==> config.mk <==
export PLATFORM = sky130hd
export DESIGN_NAME = fifo_wr_packer_flat
export DESIGN_NICKNAME = d
export VERILOG_FILES = /design/src/rtl/fifo_wr_packer_if.sv /design/src/rtl/fifo_wr_packer.sv /design/src/flat_wrapper.sv
export SDC_FILE = /design/constraint.sdc
export NUM_CORES = 1
export LEC_CHECK = 0
export BUFFER_PORTS_ARGS = -buffer_cell sky130_fd_sc_hd__clkbuf_2
export CAP_MARGIN = 20
export CORE_UTILIZATION = 30
export CTS_BUF_LIST = sky130_fd_sc_hd__clkbuf_4 sky130_fd_sc_hd__clkbuf_8 sky130_fd_sc_hd__clkbuf_16
export CTS_CLUSTER_SIZE = 24
export DETAILED_ROUTE_END_ITERATION = 6
export PLACE_DENSITY = 0.6
export SYNTH_ARGS = -nofsm -noshare
export SYNTH_HDL_FRONTEND = slang
export SYNTH_SLANG_ARGS = --single-unit
==> constraint.sdc <==
create_clock -name clk -period 2.5 [get_ports clk]
set_clock_uncertainty 0.05 [all_clocks]
set_input_delay 0 -clock clk [delete_from_list [all_inputs] [get_ports clk]]
set_output_delay 0 -clock clk [all_outputs]
set_load 0.02 [all_outputs]
==> src/rtl/fifo_wr_packer_if.sv <==
// Narrow-stream / FIFO-write bundle for fifo_wr_packer.
// master = stimulus side (source plus FIFO status), slave = the packer.
interface fifo_wr_packer_if #(
   parameter int IN_W  = 32,
   parameter int OUT_W = 128,
   parameter int CNT_W = 16
);
   logic             s_valid;
   logic             s_ready;
   logic [IN_W-1:0]  s_data;
   logic             s_last;
   logic             i_full;
   logic             i_alm_full;
   logic             o_wren;
   logic [OUT_W-1:0] o_wrdata;
   logic             o_busy;
   logic [CNT_W-1:0] o_word_cnt;

   modport master (
      output s_valid, s_data, s_last, i_full, i_alm_full,
      input  s_ready, o_wren, o_wrdata, o_busy, o_word_cnt
   );

   modport slave (
      input  s_valid, s_data, s_last, i_full, i_alm_full,
      output s_ready, o_wren, o_wrdata, o_busy, o_word_cnt
   );
endinterface

==> src/rtl/fifo_wr_packer.sv <==
// Packs RATIO narrow beats little-endian into one FIFO word; s_last flushes a zero-padded partial word.
// Optional macro FIFO_PACKER_AFULL_THROTTLE_EN also stalls writes on i_alm_full.
module fifo_wr_packer #(
   parameter int IN_W  = 32,
   parameter int OUT_W = 128,
   parameter int CNT_W = 16
) (
   input  logic              clk,
   input  logic              reset,
   fifo_wr_packer_if.slave   bus
);
   localparam int RATIO  = OUT_W / IN_W;
   localparam int LANE_W = $clog2(RATIO);
   localparam logic [LANE_W-1:0] LANE_LAST = LANE_W'(RATIO - 1);
   localparam logic [LANE_W-1:0] LANE_ONE  = LANE_W'(1'b1);
   localparam logic [CNT_W-1:0]  CNT_ONE   = CNT_W'(1'b1);

   logic [OUT_W-1:0]  acc_r;
   logic [LANE_W-1:0] lane_r;
   logic [OUT_W-1:0]  hold_r;
   logic              hold_v_r;
   logic [CNT_W-1:0]  cnt_r;

   logic              stall_s;
   logic              wren_s;
   logic              ready_s;
   logic              accept_s;
   logic              complete_s;
   logic [OUT_W-1:0]  merged_s;

`ifdef FIFO_PACKER_AFULL_THROTTLE_EN
   assign stall_s = bus.i_full | bus.i_alm_full;
`else
   logic unused_alm_full_s;
   assign unused_alm_full_s = bus.i_alm_full;
   assign stall_s = bus.i_full;
`endif

   assign wren_s     = hold_v_r & ~stall_s;
   assign ready_s    = ~hold_v_r | wren_s;
   assign accept_s   = bus.s_valid & ready_s;
   assign complete_s = accept_s & ((lane_r == LANE_LAST) | bus.s_last);

   // Accumulator with the incoming beat in the current lane; lanes above it are zeroed
   always_comb begin
      merged_s = '0;
      for (int i = 0; i < RATIO; i++) begin
         if (i < int'(lane_r)) begin
            merged_s[i*IN_W +: IN_W] = acc_r[i*IN_W +: IN_W];
         end else if (i == int'(lane_r)) begin
            merged_s[i*IN_W +: IN_W] = bus.s_data;
         end else begin
            merged_s[i*IN_W +: IN_W] = '0;
         end
      end
   end

   // Packing state, hold register and written-word counter
   always_ff @(posedge clk) begin
      if (reset) begin
         acc_r    <= '0;
         lane_r   <= '0;
         hold_r   <= '0;
         hold_v_r <= 1'b0;
         cnt_r    <= '0;
      end else begin
         if (complete_s) begin
            // A reload in the same cycle as a write keeps hold_v set: no bubble
            hold_r   <= merged_s;
            hold_v_r <= 1'b1;
            acc_r    <= '0;
            lane_r   <= '0;
         end else if (accept_s) begin
            acc_r    <= merged_s;
            lane_r   <= lane_r + LANE_ONE;
            hold_v_r <= hold_v_r & ~wren_s;
         end else begin
            hold_v_r <= hold_v_r & ~wren_s;
         end
         if (wren_s) begin
            cnt_r <= cnt_r + CNT_ONE;
         end else begin
            cnt_r <= cnt_r;
         end
      end
   end

   assign bus.s_ready    = ready_s;
   assign bus.o_wren     = wren_s;
   assign bus.o_wrdata   = hold_r;
   assign bus.o_busy     = hold_v_r | (lane_r != '0);
   assign bus.o_word_cnt = cnt_r;
endmodule

==> src/flat_wrapper.sv <==
// flat-port wrapper written by rule: the top's interface ports become plain ports
module fifo_wr_packer_flat 
#(
   parameter int IN_W  = 32,
   parameter int OUT_W = 128,
   parameter int CNT_W = 16
)
  (clk, reset, bus_s_valid, bus_s_data, bus_s_last, bus_i_full, bus_i_alm_full, bus_s_ready, bus_o_wren, bus_o_wrdata, bus_o_busy, bus_o_word_cnt);
  fifo_wr_packer_if #(.IN_W(IN_W), .OUT_W(OUT_W), .CNT_W(CNT_W)) bus_i ();
  input  logic clk;
  input  logic reset;
  input wire logic [$bits(bus_i.s_valid)-1:0] bus_s_valid;
  input wire logic [$bits(bus_i.s_data)-1:0] bus_s_data;
  input wire logic [$bits(bus_i.s_last)-1:0] bus_s_last;
  input wire logic [$bits(bus_i.i_full)-1:0] bus_i_full;
  input wire logic [$bits(bus_i.i_alm_full)-1:0] bus_i_alm_full;
  output wire logic [$bits(bus_i.s_ready)-1:0] bus_s_ready;
  output wire logic [$bits(bus_i.o_wren)-1:0] bus_o_wren;
  output wire logic [$bits(bus_i.o_wrdata)-1:0] bus_o_wrdata;
  output wire logic [$bits(bus_i.o_busy)-1:0] bus_o_busy;
  output wire logic [$bits(bus_i.o_word_cnt)-1:0] bus_o_word_cnt;
  assign bus_i.s_valid = bus_s_valid;
  assign bus_i.s_data = bus_s_data;
  assign bus_i.s_last = bus_s_last;
  assign bus_i.i_full = bus_i_full;
  assign bus_i.i_alm_full = bus_i_alm_full;
  assign bus_s_ready = bus_i.s_ready;
  assign bus_o_wren = bus_i.o_wren;
  assign bus_o_wrdata = bus_i.o_wrdata;
  assign bus_o_busy = bus_i.o_busy;
  assign bus_o_word_cnt = bus_i.o_word_cnt;
  fifo_wr_packer #(.IN_W(IN_W), .OUT_W(OUT_W), .CNT_W(CNT_W)) u_core (.clk(clk), .reset(reset), .bus(bus_i));
endmodule
==> results.md, run 1 <==
* Status: completed
* Synth Cell Area at 9288 um2
* Crit path cell chain: ha_1 > o21ai_0 > nand2b_4 > buf_12 > a211oi_1
* Top cells by count, synth: dfxtp_1 (243), nor2_1 (207), a211oi_1 (160)
* First drt pass iteration count at 6
* Pin count of the biggest net entering global routing at 87
* Logic pwr share at 0.122
* Final hold violation count at 0
* Syn-to-layout area delta at 28.01%
* Worst slew margin at 0.4976
* DR vias at 8179
* YS warnings at 0
* Fmax at 449.1 MHz
* DRC at 0
* Top cells by area, synth: dfxtp_1 (52%), a211oi_1 (13%), nor2_1 (8.4%), nand2_1 (4.2%), a21oi_1 (3.8%)
* FF-to-FF path depth at 5
* Share of cells above drive strength 1 at 0.2150
* Die ar. at 31670 um2
* Hold depth at 3
* Critical Path Source: u_core.lane_r[0]
* Final Slew Violations at 0
* GRT Resource Usage Total at 0.1806
* WL final at 29.19 mm
* Post-layout nets at 1251
* CP Data Arrival Time at 2.63 ns
* Hold Crit Start: bus_s_data[20]
* Die Y at 178.0 um
* Max FO, Critical Path at 32
* Clock power share at 0.436
* Max cap viols at 0
* Measured slew at the worst slew-check pin at 0.7536 ns
* Worst Path Required at 2.91 ns
* Reg-to-reg slack, setup at 0.27 ns
* TritonCTS clock tree: done
* Sw Ratio at 0.2681
* RSZ-0062 raised after global routing: no
* Setup TNS at 0 ns
* Clock Latency Late Sink at 0.55 ns
* DP HPWL at 19.53 mm
* Setup Viol. Count Final at 0
* #FFs+latches synth at 243
* # IOs at 185
* Sequential power share at 0.442
* Beginning of the worst register-to-register path: u_core.lane_r[0]
* Clock-pin slew on the worst setup and hold paths at 0.06 ns
* Max clock buf depth at 3
* Antenna Nets Post-Route at 0
* Count leader, synth: dfxtp_1
* Post-Place Cells at 1538
* Number of enable flip-flop cells after synthesis at 0
* CP Launch Type: register
* Synth top area share at 0.5238
* Reg-to-reg endpoint: u_core.acc_r[66]
* First-pass GRT wire length at 43.97 mm
* P per Cell Area at 797.4 nW/um2
* Largest stage delay on the critical path at 0.52 ns
* CP delay by family, top: compound AO/OA/AOI/OAI gates
* CP Capture Type: register
* Syn Inst Count at 1034
* Hold endpoint: u_core.bus.o_wrdata[116]
* Clk root buf: clkbuf_16
* Non-filler cells, final at 1624
* Post-synth net total at 1078
* Antenna Cells at 0
* Largest vdd supply drop at 0.4933 mV
* Via/cell ratio at 5.036
* Vias in the first global route at 7443
* P_int at 6.939 mW
* Congestion Overflow GR at 0
* Synth cell types at 34
* Register area share after synthesis at 0.5238
* Sw power at 2.541 mW
* Min-delay worst type: input pin to register
* Slowest CP cell: o21ai_0
* GP Congestion at 0.8279
* Crit path kind: register to register
* Min Tclk post-route at 2.227 ns
* I/O Buffers at 183
* Drt wl/cell at 17.97 um
* DIE WIDTH at 178.0 um
* 1st-iter DRT viols at 479
* Post-route clock period utilization at 0.8907
* Fraction of registers with async set or reset after synthesis at 0
* Initial antenna violation count at 0
* Final hold slack at 0.2656 ns
* Buf/Inv on CP at 1
* Area leader, netlist: dfxtp_1
* Top_reg_cell synth: dfxtp_1
* Static Leakage at 4.846 nW
* Starting Density at 0.3044
* FP Rows at 64
* Mean Syn Cell Area at 8.982 um2
* Clock sink count at 243
* CORE AREA at 30510 um2
* CTS resizes at 0
* H-tree depth at 1
* Total CTS buffers at 27
## metal layers
| metal | up-vias | GRT usage | wire (um) |
|---|---|---|---|
| met5 | - | 0 | 0 |
| met4 | 0 | 0.05769 | 918 |
| met3 | 52 | 0.04606 | 2083 |
| met2 | 246 | 0.2899 | 13440 |
| met1 | 3846 | 0.2351 | 12750 |
| li1 | 4035 | - | - |
## cell families after synthesis
logic type,share of synthesized area
fa+ha+maj,0.008083
xor+xnor,0.01037
mux,0.03557
buf+inv,0.04446
simple gates,0.1475
flops,0.5238
compound gates,0.2302
## layout by cell type, fill, tap and decap left out, types with 3 or more instances in the layout
master | netlist | layout
dfxtp_1 | 243 | 243
nor2_1 | 207 | 206
xnor2_1 | 5 | 5
clkbuf_2 | 0 | 182
xor2_1 | 6 | 6
mux2i_1 | 33 | 33
dlygate4sd3_1 | 0 | 36
clkinv_2 | 0 | 9
or4_1 | 5 | 5
a211oi_1 | 160 | 160
a21oi_1 | 71 | 71
nand3_1 | 4 | 4
buf_12 | 0 | 7
clkbuf_8 | 0 | 9
ha_1 | 6 | 4
a22oi_1 | 32 | 32
buf_4 | 0 | 14
nand2_1 | 104 | 104
o31ai_1 | 5 | 5
a22o_1 | 32 | 32
nand4_1 | 3 | 3
clkbuf_16 | 0 | 27
inv_1 | 4 | 4
## cell type report
class | instances | area (um2)
Clock buffer | 37 | 807.0
Fill cell | 3038 | 18620
Inverter | 4 | 15.01
Multi-Input combinational cell | 691 | 4043
Clock inverter | 13 | 132.6
Sequential cell | 243 | 4865
Tap cell | 396 | 495.5
Timing Repair Buffer | 240 | 1531
## power groups by stage
stage	registers (mW)	logic [mW]	clock network (mW)
after floorplan	4.38	0.588	0
after global placement	4.26	1.11	0
final	4.19	1.16	4.13
after detailed placement	4.27	1.12	0
after global routing	4.21	1.27	4.37
after CTS	4.18	1.17	4.22
## through the flow
| step | instance area [um2] | setup slack [ns] | total power, mW | utilization |
|---|---|---|---|---|
| after floorplan | 9288 | 0.4564 | 4.971 | - |
| after global placement | 10570 | 0.3426 | 5.371 | 0.3466 |
| after detailed placement | 10590 | 0.2994 | 5.392 | 0.3471 |
| after CTS | 11890 | 0.2770 | 9.578 | 0.3897 |
| after global routing | 11890 | 0.1622 | 9.848 | 0.3897 |
| final | 11890 | 0.2731 | 9.480 | 0.3897 |
## sequential cells by signal, indices dropped and copies added (netlist names)
register / count
u_core.hold_v_r: 1
u_core.bus.o_wrdata: 128
u_core.acc_r: 96
u_core.lane_r: 2
u_core.bus.o_word_cnt: 16
## tightest hold or removal path, cell delays in order
cell           delay [ns]
dlygate4sd3_1        0.52
clkbuf_2             0.18
a22o_1               0.14
## repair_timing
item                                   4_1_cts  5_1_grt
endpoints found under the hold margin      185        0
buffers inserted                             0        0
hold buffers                                36        0
## how the worst max path moves through the flow
stage,endpoint,slack [ns],cells past startpoint
floorplan,u_core.acc_r[24],0.46,9
global route,u_core.acc_r[59],0.16,7
finish,u_core.acc_r[66],0.27,5
CTS,u_core.acc_r[42],0.28,7
detailed placement,u_core.acc_r[42],0.30,7
global placement,u_core.acc_r[85],0.34,6
Power figures use the tool's default switching activity.
==> run 2, diff against run 1 <==
--- a/config.mk
+++ b/config.mk
@@ -12,6 +12,7 @@
 export CTS_CLUSTER_SIZE = 24
 export DETAILED_ROUTE_END_ITERATION = 6
 export PLACE_DENSITY = 0.6
+export SETUP_SLACK_MARGIN = 0.5
 export SYNTH_ARGS = -nofsm -noshare
 export SYNTH_HDL_FRONTEND = slang
 export SYNTH_SLANG_ARGS = --single-unit
==> run 2 against run 1 <==
Via count grew 2.3%. Setup slack better by 0.32 ns. Global-route usage is 0.16 points higher. Non-clock buffer count rose by 1. Die area is the same. Wire length up 6.8%. Register-to-register slack better by 0.32 ns. Largest cell class unchanged. Combinational power rose by 5%. Sequential cell count stayed put. Sequential power is essentially flat.
==> results.md, run 2 (synthesized netlist as in run 1, its figures left out) <==
* Final worst-path setup slack at 0.5883 ns (+0.3151 ns)
* Via/cell ratio at 5.157 (+2.4%)
* Static Leakage at 4.876 nW (+0.62%)
* Clock Latency Late Sink at 0.56 ns (about the same)
* Antenna Nets Post-Route at 0 (unchanged)
* DP HPWL at 18.81 mm (-3.7%)
* Postcts setup bufs at 0 (unchanged)
* Antenna Cells at 0 (unchanged)
* Measured slew at the worst slew-check pin at 0.8500 ns (+0.09644 ns)
* FILL cells at 3054 (+0.53%)
* Max clock buf depth at 3 (unchanged)
* Status: completed
* CORE AREA at 30510 um2 (unchanged)
* H-tree depth at 1 (unchanged)
* Storage cell area at 4865 um2 (unchanged)
* Setup TNS at 0 ns (unchanged)
* Reg-to-reg slack, setup at 0.59 ns (+0.32 ns)
* Drt wl/cell at 19.21 um (+6.9%)
* Final Slew Violations at 0 (unchanged)
* P per Cell Area at 797.0 nW/um2 (about the same)
* Max FO, Critical Path at 11 (-66%)
* Clock sink count at 243 (unchanged)
* Worst slew margin at 0.4333 (-0.06429)
* Clk root buf: clkbuf_16
* Pre-CTS setup slack at 0.1615 ns (-0.1379 ns)
* Largest register FFs at 128 (unchanged)
* First-pass GRT wire length at 44.73 mm (+1.7%)
* Vias in the first global route at 7508 (+0.87%)
* Congestion Overflow GR at 0 (unchanged)
* Most frequent cells in the layout: dfxtp_1 (243), nor2_1 (206), clkbuf_2 (182), a211oi_1 (160), nand2_1 (104)
* DR WL met3 at 2.312 mm (+11%)
* Most common cell after layout, fill and taps aside: dfxtp_1
* # IOs at 185 (unchanged)
* Die Y at 178.0 um (unchanged)
* Starting Density at 0.3044 (unchanged)
* Min-delay worst type: input pin to register
* Worst Path Required at 2.94 ns (+0.03 ns)
* CP Launch Type: register
* Metal2 WL at 14.21 mm (+5.7%)
* Top sig layer: met4
* DRC at 0 (unchanged)
* Clock-pin slew on the worst setup and hold paths at 0.06 ns (about the same)
* Min Tclk post-route at 1.912 ns (-0.3151 ns)
* GRT Resource Usage Total at 0.1822 (+0.001604)
* DIE WIDTH at 178.0 um (unchanged)
* Die ar. at 31670 um2 (unchanged)
* Critical Path Source: u_core.lane_r[0]
* Post-route met1 wirelength at 13.59 mm (+6.7%)
* DR vias at 8369 (+2.3%)
* 1st-iter DRT viols at 580 (+21%)
* Post-layout nets at 1254 (+0.24%)
* TritonCTS clock tree: done
* Largest vdd supply drop at 0.5129 mV (+4.0%)
* RSZ-0062 raised after global routing: yes
* Area occupied by multi-input gates at 4086 um2 (+1.1%)
* Reg-to-reg endpoint: u_core.bus.o_wrdata[103]
* CP Capture Type: register
* Setup Viol. Count Final at 0 (unchanged)
* Total CTS buffers at 28 (+3.7%)
* Share of cells above drive strength 1 at 0.2152 (about the same)
* FP Rows at 64 (unchanged)
* Beginning of the worst register-to-register path: u_core.lane_r[0]
* Fmax at 523.1 MHz (+16%)
* Pin count of the biggest net entering global routing at 193 (+120%)
* Initial antenna violation count at 0 (unchanged)
* CP endpoint: u_core.bus.o_wrdata[103]
* FF-to-FF path depth at 4 (-1)
* First drt pass iteration count at 7 (+1)
* Final hold violation count at 0 (unchanged)
* I/O Buffers at 183 (unchanged)
* Syn-to-layout area delta at 29.07%
* CP Data Arrival Time at 2.35 ns (-0.28 ns)
* Placed Area at 10570 um2 (-0.21%)
* GP Congestion at 0.8114 (-2.0%)
* Crit path kind: register to register
* Final Cell Area at 11990 um2 (+0.83%)
* WL final at 31.18 mm (+6.8%)
* Post-route clock period utilization at 0.7647 (-0.1261)
* Max cap viols at 0 (unchanged)
[run 2: cell count changes in the layout (fill, tap and decap cells not counted), sizes merged]
| cell | before | now |
|---|---|---|
| clkinv | 9 | 2 |
| bufinv | 2 | 1 |
| nor2 | 207 | 208 |
| clkbuf | 219 | 227 |
| clkinvlp | 1 | 0 |
| buf | 22 | 21 |
[run 2: per-stage QoR]
stage / util / hold slack (ns) / instances / power (mW)
2_1_floorplan: - / 0.06328 / 1034 / 4.971
3_3_place_gp: 0.3463 / 0.2624 / 1536 / 5.377
3_5_place_dp: 0.3463 / 0.2741 / 1536 / 5.397
4_1_cts: 0.3896 / 0.2363 / 1619 / 9.591
5_1_grt: 0.3929 / 0.2701 / 1623 / 9.916
6_report: 0.3929 / 0.2613 / 1623 / 9.554
[run 2: worst min-delay path by stage]
stage                              start  cells after the start                      end  slack (ns)
after floorplan               bus_i_full                      1               bus_o_wren        0.06
after global placement    bus_s_data[18]                      3         u_core.acc_r[18]        0.26
after detailed placement  bus_s_data[30]                      3         u_core.acc_r[30]        0.27
after CTS                  bus_s_data[1]                      3  u_core.bus.o_wrdata[97]        0.24
after global routing      bus_s_data[30]                      4         u_core.acc_r[30]        0.27
final                      bus_s_data[0]                      3  u_core.bus.o_wrdata[96]        0.26
[run 2: where the power goes]
part / switching, mW / internal, mW / total (mW)
clock network: 1.64 / 2.51 / 4.15
logic: 0.811 / 0.410 / 1.22
registers: 0.110 / 4.08 / 4.19
total: 2.56 / 7.00 / 9.55
[run 2: area by class of cell]
| cell class | count | share of cell area |
|---|---|---|
| multi-input cells | 692 | 0.3409 |
| flip-flops and latches | 243 | 0.4058 |
| clock buffers | 43 | 0.07306 |
| clock inverters | 4 | 0.006471 |
| repair buffers | 241 | 0.1312 |
| well taps | 396 | 0.04133 |
| inverters | 4 | 0.001252 |
[run 2: timing repair]
item	CTS	global route
resized for setup	2	8
endpoints found under the setup margin	96	214
endpoints found under the hold margin	198	0
hold buffers	36	0
gates cloned	0	4
pin swaps	0	1
[run 2: routing by layer]
layer / up-vias / global-route usage
met5: - / 0
met4: 0 / 0.06909
met3: 60 / 0.04456
met2: 281 / 0.2813
met1: 4010 / 0.2436
li1: 4018 / -
[run 2: worst max-delay path: stages (launching register included)]
cell and delay (ns):
dfxtp_1 0.39, ha_1 0.29, o21a_4 0.28, nor2_2 0.59, a22o_1 0.24
==> run 3, diff against run 2 <==
--- a/config.mk
+++ b/config.mk
@@ -11,7 +11,7 @@
 export CTS_BUF_LIST = sky130_fd_sc_hd__clkbuf_4 sky130_fd_sc_hd__clkbuf_8 sky130_fd_sc_hd__clkbuf_16
 export CTS_CLUSTER_SIZE = 24
 export DETAILED_ROUTE_END_ITERATION = 6
-export PLACE_DENSITY = 0.6
+export PLACE_DENSITY = 0.61
 export SETUP_SLACK_MARGIN = 0.5
 export SYNTH_ARGS = -nofsm -noshare
 export SYNTH_HDL_FRONTEND = slang
==> constraint.sdc (replaced) <==
create_clock -name clk -period 1.7 [get_ports clk]
set_clock_uncertainty 0.05 [all_clocks]
set_input_delay 0 -clock clk [delete_from_list [all_inputs] [get_ports clk]]
set_output_delay 0 -clock clk [all_outputs]
set_load 0.02 [all_outputs]
==> run 3 against run 2 <==
Via count grew 7.3%. Combinational power grew 120%. Final cell count grew 5.4%. Highest routed layer unchanged. Maximum frequency grew 16%. Cell area grew 22%.
==> results.md, run 3 (synthesized netlist as in run 1, its figures left out) <==
* Syn-to-layout area delta at 57.73%
* Most frequent cells in the layout: dfxtp_1 (230), clkbuf_2 (180), nor2_1 (177), a211oi_2 (97), nand2_1 (74)
* Die ar. at 31670 um2 (unchanged)
* Clock sink count at 243 (unchanged)
* Hold depth at 5 (+2)
* CP Data Arrival Time at 1.95 ns (-0.40 ns)
* Setup TNS at 0 ns (unchanged)
* GP Congestion at 0.7609 (-6.2%)
* Largest vdd supply drop at 0.7757 mV (+51%)
* Starting Density at 0.3044 (unchanged)
* Vias in the first global route at 8150 (+8.6%)
* Pin count of the biggest net entering global routing at 40 (-79%)
* Via/cell ratio at 5.247 (+1.7%)
* Post-route clock period utilization at 0.9669 (+0.2022)
* # IOs at 185 (unchanged)
* Worst slew margin at 0.2991 (-0.1342)
* Final Slew Violations at 0 (unchanged)
* Die Y at 178.0 um (unchanged)
* Largest stage delay on the critical path at 0.44 ns (-0.15 ns)
* Worst Path Required at 2.01 ns (-0.93 ns)
* First-pass GRT wire length at 47.60 mm (+6.4%)
* CORE AREA at 30510 um2 (unchanged)
* Min Tclk post-route at 1.644 ns (-0.2679 ns)
* Final hold violation count at 0 (unchanged)
* Share of cells above drive strength 1 at 0.4631 (+0.2480)
* Total CTS buffers at 26 (-7.1%)
* P per Cell Area at 1009 nW/um2 (+27%)
* Max cap viols at 0 (unchanged)
* Max FO, Critical Path at 18 (+7)
* DIE WIDTH at 178.0 um (unchanged)
* Reg-to-reg endpoint: u_core.bus.o_wrdata[61]
* Crit path cell chain: inv_8 > buf_4 > ha_4 > nor2b_4 > buf_12 > a22oi_2 > a211oi_2
* Status: completed
* First drt pass iteration count at 5 (-2)
* GRT Resource Usage Total at 0.1940 (+0.01184)
* Slowest CP cell: dfxtp_4
* FP Rows at 64 (unchanged)
* H-tree depth at 1 (unchanged)
* Clk root buf: clkbuf_16
* Initial antenna violation count at 0 (unchanged)
* FF-to-FF path depth at 7 (+3)
* DP HPWL at 18.43 mm (-2.0%)
* Reg-to-reg slack, setup at 0.06 ns (-0.53 ns)
* Max clock buf depth at 3 (unchanged)
* CP Capture Type: register
* Largest register FFs at 128 (unchanged)
* Min-delay worst type: input pin to register
* Critical Path Source: u_core.lane_r[1]
* Static Leakage at 5.873 nW (+20%)
* Drt wl/cell at 20.32 um (+5.8%)
* Antenna Cells at 0 (unchanged)
* Setup Viol. Count Final at 0 (unchanged)
* Total power at 14.79 mW (+55%)
* Final hold slack at 0.02132 ns (-0.2400 ns)
* Congestion Overflow GR at 0 (unchanged)
* Most common cell after layout, fill and taps aside: dfxtp_1
* Crit path kind: register to register
* Clock Latency Late Sink at 0.55 ns (about the same)
* DRC at 0 (unchanged)
* WL final at 34.77 mm (+12%)
* Hold Crit Start: bus_i_full
* Post-layout nets at 1340 (+6.9%)
* DR vias at 8977 (+7.3%)
* Beginning of the worst register-to-register path: u_core.lane_r[1]
* RSZ-0062 raised after global routing: yes
* Measured slew at the worst slew-check pin at 1.048 ns (+0.1978 ns)
* CP Launch Type: register
* I/O Buffers at 183 (unchanged)
* Hold endpoint: u_core.bus.o_word_cnt[0]
* Clock-pin slew on the worst setup and hold paths at 0.06 ns (about the same)
* 1st-iter DRT viols at 499 (-14%)
* Antenna Nets Post-Route at 0 (unchanged)
* TritonCTS clock tree: done
* Fmax at 608.3 MHz (+16%)
run 3: power breakdown:
group	switching (mW)	total [mW]	internal, mW
registers	0.193	6.17	5.98
clock network	2.37	5.96	3.59
logic	1.54	2.65	1.11
total	4.10	14.8	10.7
run 3: layout make-up:
| type | count | area, um2 |
|---|---|---|
| sequential | 243 | 4911 |
| clock inverter | 8 | 101.3 |
| inverter | 4 | 25.02 |
| timing repair buffer | 330 | 3022 |
| fill | 2788 | 15860 |
| multi-input combinational | 691 | 5286 |
| tap | 396 | 495.5 |
| clock buffer | 39 | 808.3 |
run 3: stage by stage:
stage	cell area [um2]	utilization	cells	setup slack (ns)
2_1_floorplan	9744	-	1034	0.02924
3_3_place_gp	11050	0.3623	1553	0.03971
3_5_place_dp	11050	0.3623	1553	0.009937
4_1_cts	13220	0.4333	1666	0.09726
5_1_grt	14650	0.4802	1711	0.03125
6_report	14650	0.4802	1711	0.05620
run 3: worst max-delay path, delay by kind of cell, from the launching register on:
kind | cells | cell delay [ns]
flip-flops | 1 | 0.44
buffers and inverters | 3 | 0.35
AO/OA/AOI/OAI | 2 | 0.33
adder cells (fa/ha/maj) | 1 | 0.14
AND/OR/NAND/NOR | 1 | 0.14
run 3: how the worst max path moves through the flow:
| stage | to |
|---|---|
| after floorplan | u_core.acc_r[24] |
| after global placement | u_core.acc_r[41] |
| after detailed placement | u_core.acc_r[58] |
| after CTS | bus_o_busy |
| after global routing | u_core.bus.o_wrdata[61] |
| final | u_core.bus.o_wrdata[61] |
run 3: timing repair:
item / CTS / global route
pin swaps: 14 / 64
endpoints found under the hold margin: 194 / 0
gates cloned: 12 / 21
setup buffers: 19 / 24
hold buffers: 35 / 0
resized for setup: 95 / 198
endpoints found under the setup margin: 248 / 256
run 3: metal layers:
| metal | wire, um | up-vias | share of wire | global-route usage |
|---|---|---|---|---|
| met2 | 16810 | 276 | 0.48 | 0.3179 |
| met4 | 654 | 0 | 0.019 | 0.04843 |
| li1 | - | 4220 | - | - |
| met1 | 15300 | 4439 | 0.44 | 0.2575 |
| met3 | 2004 | 42 | 0.058 | 0.04135 |
| met5 | 0 | - | 0 | 0 |
